### src/rtl/iq_acc_pkg.sv
// Shared widths, window state encoding and the per-point result record
// for the I/Q point accumulator.
package iq_acc_pkg;

  localparam int IQ_DATA_W = 16;
  localparam int IQ_ACC_W  = 48;
  localparam int IQ_CNT_W  = 32;

  localparam logic [15:0] DROP_MAX = 16'hFFFF;

  // Window state is simply the registered trigger.
  localparam logic [0:0] ST_IDLE  = 1'b0;
  localparam logic [0:0] ST_ACCUM = 1'b1;

  typedef struct packed {
    logic signed [IQ_ACC_W-1:0] sum_i;
    logic signed [IQ_ACC_W-1:0] sum_q;
    logic        [IQ_CNT_W-1:0] count;
    logic        [IQ_CNT_W-1:0] index;
  } iq_result_t;

endpackage

### src/rtl/iq_point_accumulator_acc_lane.sv
// One signed accumulation lane: sign-extends a sample and either restarts
// the sum with it or adds it onto the running sum (two's complement wrap).
module acc_lane
  import iq_acc_pkg::*;
#(
  parameter int DATA_W = IQ_DATA_W,
  parameter int ACC_W  = IQ_ACC_W
) (
  input  logic                     aclk,
  input  logic                     rst,
  input  logic                     start,
  input  logic                     add,
  input  logic signed [DATA_W-1:0] sample,
  output logic signed [ACC_W-1:0]  sum
);

  logic signed [ACC_W-1:0] sample_ext;

  assign sample_ext = {{(ACC_W-DATA_W){sample[DATA_W-1]}}, sample};

  // A start discards whatever partial sum was left from an aborted window.
  always_ff @(posedge aclk) begin
    if (!rst) begin
      sum <= '0;
    end else if (start) begin
      sum <= add ? sample_ext : '0;
    end else if (add) begin
      sum <= sum + sample_ext;
    end
  end

endmodule

### src/rtl/iq_point_accumulator.sv
// Integrates I/Q samples over each trigger-high window and presents one
// result per window on a valid/ready output, counting results it had to drop.
module iq_point_accumulator
  import iq_acc_pkg::*;
#(
  parameter int DATA_W = IQ_DATA_W,
  parameter int ACC_W  = IQ_ACC_W,
  parameter int CNT_W  = IQ_CNT_W
) (
  input  logic                     aclk,
  input  logic                     rst,
  input  logic                     acc_trigger,
  input  logic                     s_valid,
  input  logic signed [DATA_W-1:0] s_i,
  input  logic signed [DATA_W-1:0] s_q,
  output logic                     m_valid,
  input  logic                     m_ready,
  output logic signed [ACC_W-1:0]  m_sum_i,
  output logic signed [ACC_W-1:0]  m_sum_q,
  output logic        [CNT_W-1:0]  m_count,
  output logic        [CNT_W-1:0]  m_index,
  output logic                     overrun,
  output logic        [15:0]       drop_count
);

  logic [0:0]              trig_d;
  logic                    win_start;
  logic                    win_body;
  logic                    win_end;
  logic                    sample_add;
  logic                    slot_free;
  logic                    load;
  logic                    drop;
  logic signed [ACC_W-1:0] sum_i;
  logic signed [ACC_W-1:0] sum_q;
  logic        [CNT_W-1:0] cnt;
  logic        [CNT_W-1:0] idx;

  assign win_start  = acc_trigger  && (trig_d == ST_IDLE);
  assign win_body   = acc_trigger  && (trig_d == ST_ACCUM);
  assign win_end    = !acc_trigger && (trig_d == ST_ACCUM);
  assign sample_add = acc_trigger && s_valid;

  // The slot counts as free when it is being accepted on this same edge.
  assign slot_free = !m_valid || m_ready;
  assign load      = win_end && slot_free;
  assign drop      = win_end && !slot_free;

  always_ff @(posedge aclk) begin
    if (!rst) begin
      trig_d <= ST_IDLE;
    end else begin
      trig_d <= acc_trigger ? ST_ACCUM : ST_IDLE;
    end
  end

  acc_lane #(
    .DATA_W (DATA_W),
    .ACC_W  (ACC_W)
  ) u_lane_i (
    .aclk   (aclk),
    .rst    (rst),
    .start  (win_start),
    .add    (sample_add),
    .sample (s_i),
    .sum    (sum_i)
  );

  acc_lane #(
    .DATA_W (DATA_W),
    .ACC_W  (ACC_W)
  ) u_lane_q (
    .aclk   (aclk),
    .rst    (rst),
    .start  (win_start),
    .add    (sample_add),
    .sample (s_q),
    .sum    (sum_q)
  );

  // Sample count saturates; the sums keep wrapping independently.
  always_ff @(posedge aclk) begin
    if (!rst) begin
      cnt <= '0;
    end else if (win_start) begin
      cnt <= {{(CNT_W-1){1'b0}}, s_valid};
    end else if (win_body && s_valid && (cnt != '1)) begin
      cnt <= cnt + CNT_W'(1);
    end
  end

  always_ff @(posedge aclk) begin
    if (!rst) begin
      idx <= '0;
    end else if (win_end) begin
      idx <= idx + CNT_W'(1);
    end
  end

  always_ff @(posedge aclk) begin
    if (!rst) begin
      m_valid <= 1'b0;
      m_sum_i <= '0;
      m_sum_q <= '0;
      m_count <= '0;
      m_index <= '0;
    end else if (load) begin
      m_valid <= 1'b1;
      m_sum_i <= sum_i;
      m_sum_q <= sum_q;
      m_count <= cnt;
      m_index <= idx;
    end else if (m_valid && m_ready) begin
      m_valid <= 1'b0;
    end
  end

  always_ff @(posedge aclk) begin
    if (!rst) begin
      overrun    <= 1'b0;
      drop_count <= '0;
    end else if (drop) begin
      overrun <= 1'b1;
      if (drop_count != DROP_MAX) begin
        drop_count <= drop_count + 16'd1;
      end
    end
  end

endmodule

### config.mk
export PLATFORM = sky130hd
export DESIGN_NAME = iq_point_accumulator
export DESIGN_NICKNAME = d
export VERILOG_FILES = /design/src/rtl/iq_acc_pkg.sv /design/src/rtl/iq_point_accumulator_acc_lane.sv /design/src/rtl/iq_point_accumulator.sv
export SDC_FILE = /design/constraint.sdc
export NUM_CORES = 1
export LEC_CHECK = 0
export BUFFER_PORTS_ARGS = -buffer_cell sky130_fd_sc_hd__clkbuf_2
export CAP_MARGIN = 10
export CORE_MARGIN = 2
export CORE_UTILIZATION = 55
export DETAILED_ROUTE_END_ITERATION = 16
export PLACE_DENSITY_LB_ADDON = 0.08
export SLEW_MARGIN = 20
export SYNTH_ARGS = -nofsm -noshare
export SYNTH_HDL_FRONTEND = slang
export SYNTH_SLANG_ARGS = --single-unit
### constraint.sdc
create_clock -name aclk -period 3.9 [get_ports aclk]
set_input_delay 1.17 -clock aclk [delete_from_list [all_inputs] [get_ports aclk]]
set_output_delay 1.17 -clock aclk [all_outputs]
set_load 0.1 [all_outputs]
==> reports/metrics.cfg <==
[cells_and_area]
nets=2725
register_area_sq_mm=0.00679
areaGrowthSynthToFinish_pct=18.2
final_util_pct=66.0
num-fill-cells=2983
drive_gt1_share_pct=16.5
multi_input_area_sq_mm=0.0112

[sta]
rsz0062_at_grt=no
fmax_ghz=0.282
slew-limit-headroom_pct=28.0
period_share_pct=90.8
final-max-slew-violation-count=0
worst_pin_slew_ps=1080
hold_violations=0
finalSetupTns_ps=0
fin_worst_skew_ps=25.4
period_needed_ps=3540
hold-worst-slack_ps=461
setup_viol=0

[route]
ant_nets=0
wl_per_cell_um=16.5
drt_iter0_drc=1133
viasPerCell=5.69
routed-via-count=17500
firstDrtPassIters=6
remaining_drc_errors=0
wirelength_um=50600

[critical_path]
cp_data_required_time_ps=4350
end_kind=register
worstPathMaxFanout=4
crit_type=input pin to register
arrival_ps=3990
start_kind=input pin

[clock_network]
clk_latency_ps=540
hold_buffers=0
cts_buffer_depth=3
cts_resized=0
cts_buffers=38
cts_tree=done
post_cts_buffers=0
root_buffer=clkbuf_16
cts_max_level=2
cts.sinks=339
path_clk_slew_ps=60

[global_routing]
track_usage_pct=28.5
grt_pass1_wl_um=84600
grt_pass1_vias=16800
grt_max_degree=115
grt-ovfl-total=0
antenna_found_initial=6

[min_path]
holdCritPathClass=register to register

[floorplan]
std_cell_rows=67
start_util_pct=55.8
core_sq_mm=0.0334
ios=215
die_width_um=188
die_h_um=188
dieArea_sq_mm=0.0354

[placed_design]
dp_hpwl_um=37000
io_buffer_count=214
gp_congestion=0.932

[synthesis]
seq_area_frac_synth_pct=36.4
async_flop_share_pct=0
ys.warnings.count=0
syn-cell-area_sq_mm=0.0187
synthDistinctLibCells=82
synth_edf_count=0
syn_avg_cell_area_sq_um=7.94
synth_cells=2350
synth-main-ff-cell=dfxtp_1
syn_nets=2486
ys_ff_latch=339

[outcome]
outcome=finished clean

[pwr]
vdd_ir_drop_max_mv=0.336
p_per_area_mw_per_mm2=436
power.leakage_uw=0.00926

[job]
maxCapViolCount=0

## state kept, by name, indices dropped and copies added (netlist names)
signal and count:
m_count 32, u_lane_q.sum 48, overrun 1, trig_d 1, m_valid 1, cnt 32, m_index 32, u_lane_i.sum 48
m_sum_i 48, idx 32, m_sum_q 48, drop_count 16
## Yosys cell counts (all sizes together), types with 42 or more instances
cell type	instances	area share [%]
nand3	57	1.6
nand4	43	1.4
dfxtp	339	36
xor2	45	2.1
inv	42	0.84
ha	97	6.5
and2	46	1.5
nand2	467	9.4
o21ai	151	4.0
a21boi	179	7.2
nor2	136	2.7
clkbuf	121	2.4
a21o	51	2.1
a21oi	173	4.6
xnor2	86	4.0
## layout make-up
cell class	instances	share of cell area, %
clock buffer	54	5.13
timing repair buffer	334	9.31
sequential	339	30.8
tap	448	2.54
inverter	42	0.715
antenna	3	0.0340
multi-input combinational	1834	50.8
clock inverter	15	0.658
## cells by family after synthesis
group,share of synthesized area (%)
buffers and inverters,3.71
DFF,36.4
adders and majority gates,6.72
and+or+nand+nor,21.5
muxes,0.281
xor gates and xnor gates,6.15
AOI/OAI and AO/OA,25.3
## cell usage in the layout, fill, tap and decap left out, drive strengths merged, types with 45 or more instances in the layout
| cell | n |
|---|---|
| nand3 | 57 |
| xnor2 | 86 |
| and2 | 46 |
| xor2 | 45 |
| ha | 97 |
| nor2 | 136 |
| a21boi | 179 |
| nand2 | 467 |
| a21o | 51 |
| o21ai | 151 |
| dfxtp | 339 |
| clkbuf | 267 |
| buf | 121 |
| inv | 45 |
| a21oi | 173 |
## metal layers
metal | up-vias | GRT usage, % | routed length, um
li1 | 8767 | - | -
met1 | 8159 | 38.7 | 23600
met2 | 440 | 46.7 | 22900
met3 | 96 | 4.38 | 2700
met4 | 6 | 8.60 | 1360
met5 | - | 0 | 40
## path summary, 6_finish.rpt
path                            slack [ps]  cells after the start                to            start
worst max-delay path                   360                     11  u_lane_i.sum[41]           s_i[2]
worst min-delay path                   460                      2       m_sum_i[18]      m_sum_i[18]
worst max register to register         780                     10  u_lane_i.sum[41]  u_lane_i.sum[2]
worst min register to register         460                      2       m_sum_i[18]      m_sum_i[18]
## where the power goes
| part | internal, uW | switching, uW |
|---|---|---|
| logic | 882 | 1360 |
| clock network | 2170 | 1460 |
| registers | 3610 | 133 |
## per-stage QoR
step / total power (uW) / cells / setup slack (ps) / area (sq um)
final: 9610 / 3069 / 360 / 22100
after global routing: 10100 / 3068 / 146 / 22100
after CTS: 9660 / 3066 / 398 / 22100
after detailed placement: 6020 / 2997 / -50.3 / 20800
after global placement: 6010 / 2997 / 20.5 / 20800
after floorplan: 5380 / 2350 / 210 / 18700
## critical path, stage by stage
cell	delay [ps]
clkbuf_2	110
ha_1	340
o21ai_0	330
o21ai_0	270
and4_2	310
o311ai_0	490
nand3_1	180
a2bb2oi_1	340
o21bai_1	150
xnor2_1	140
a21oi_1	160
(Power assumes the default switching activity.)
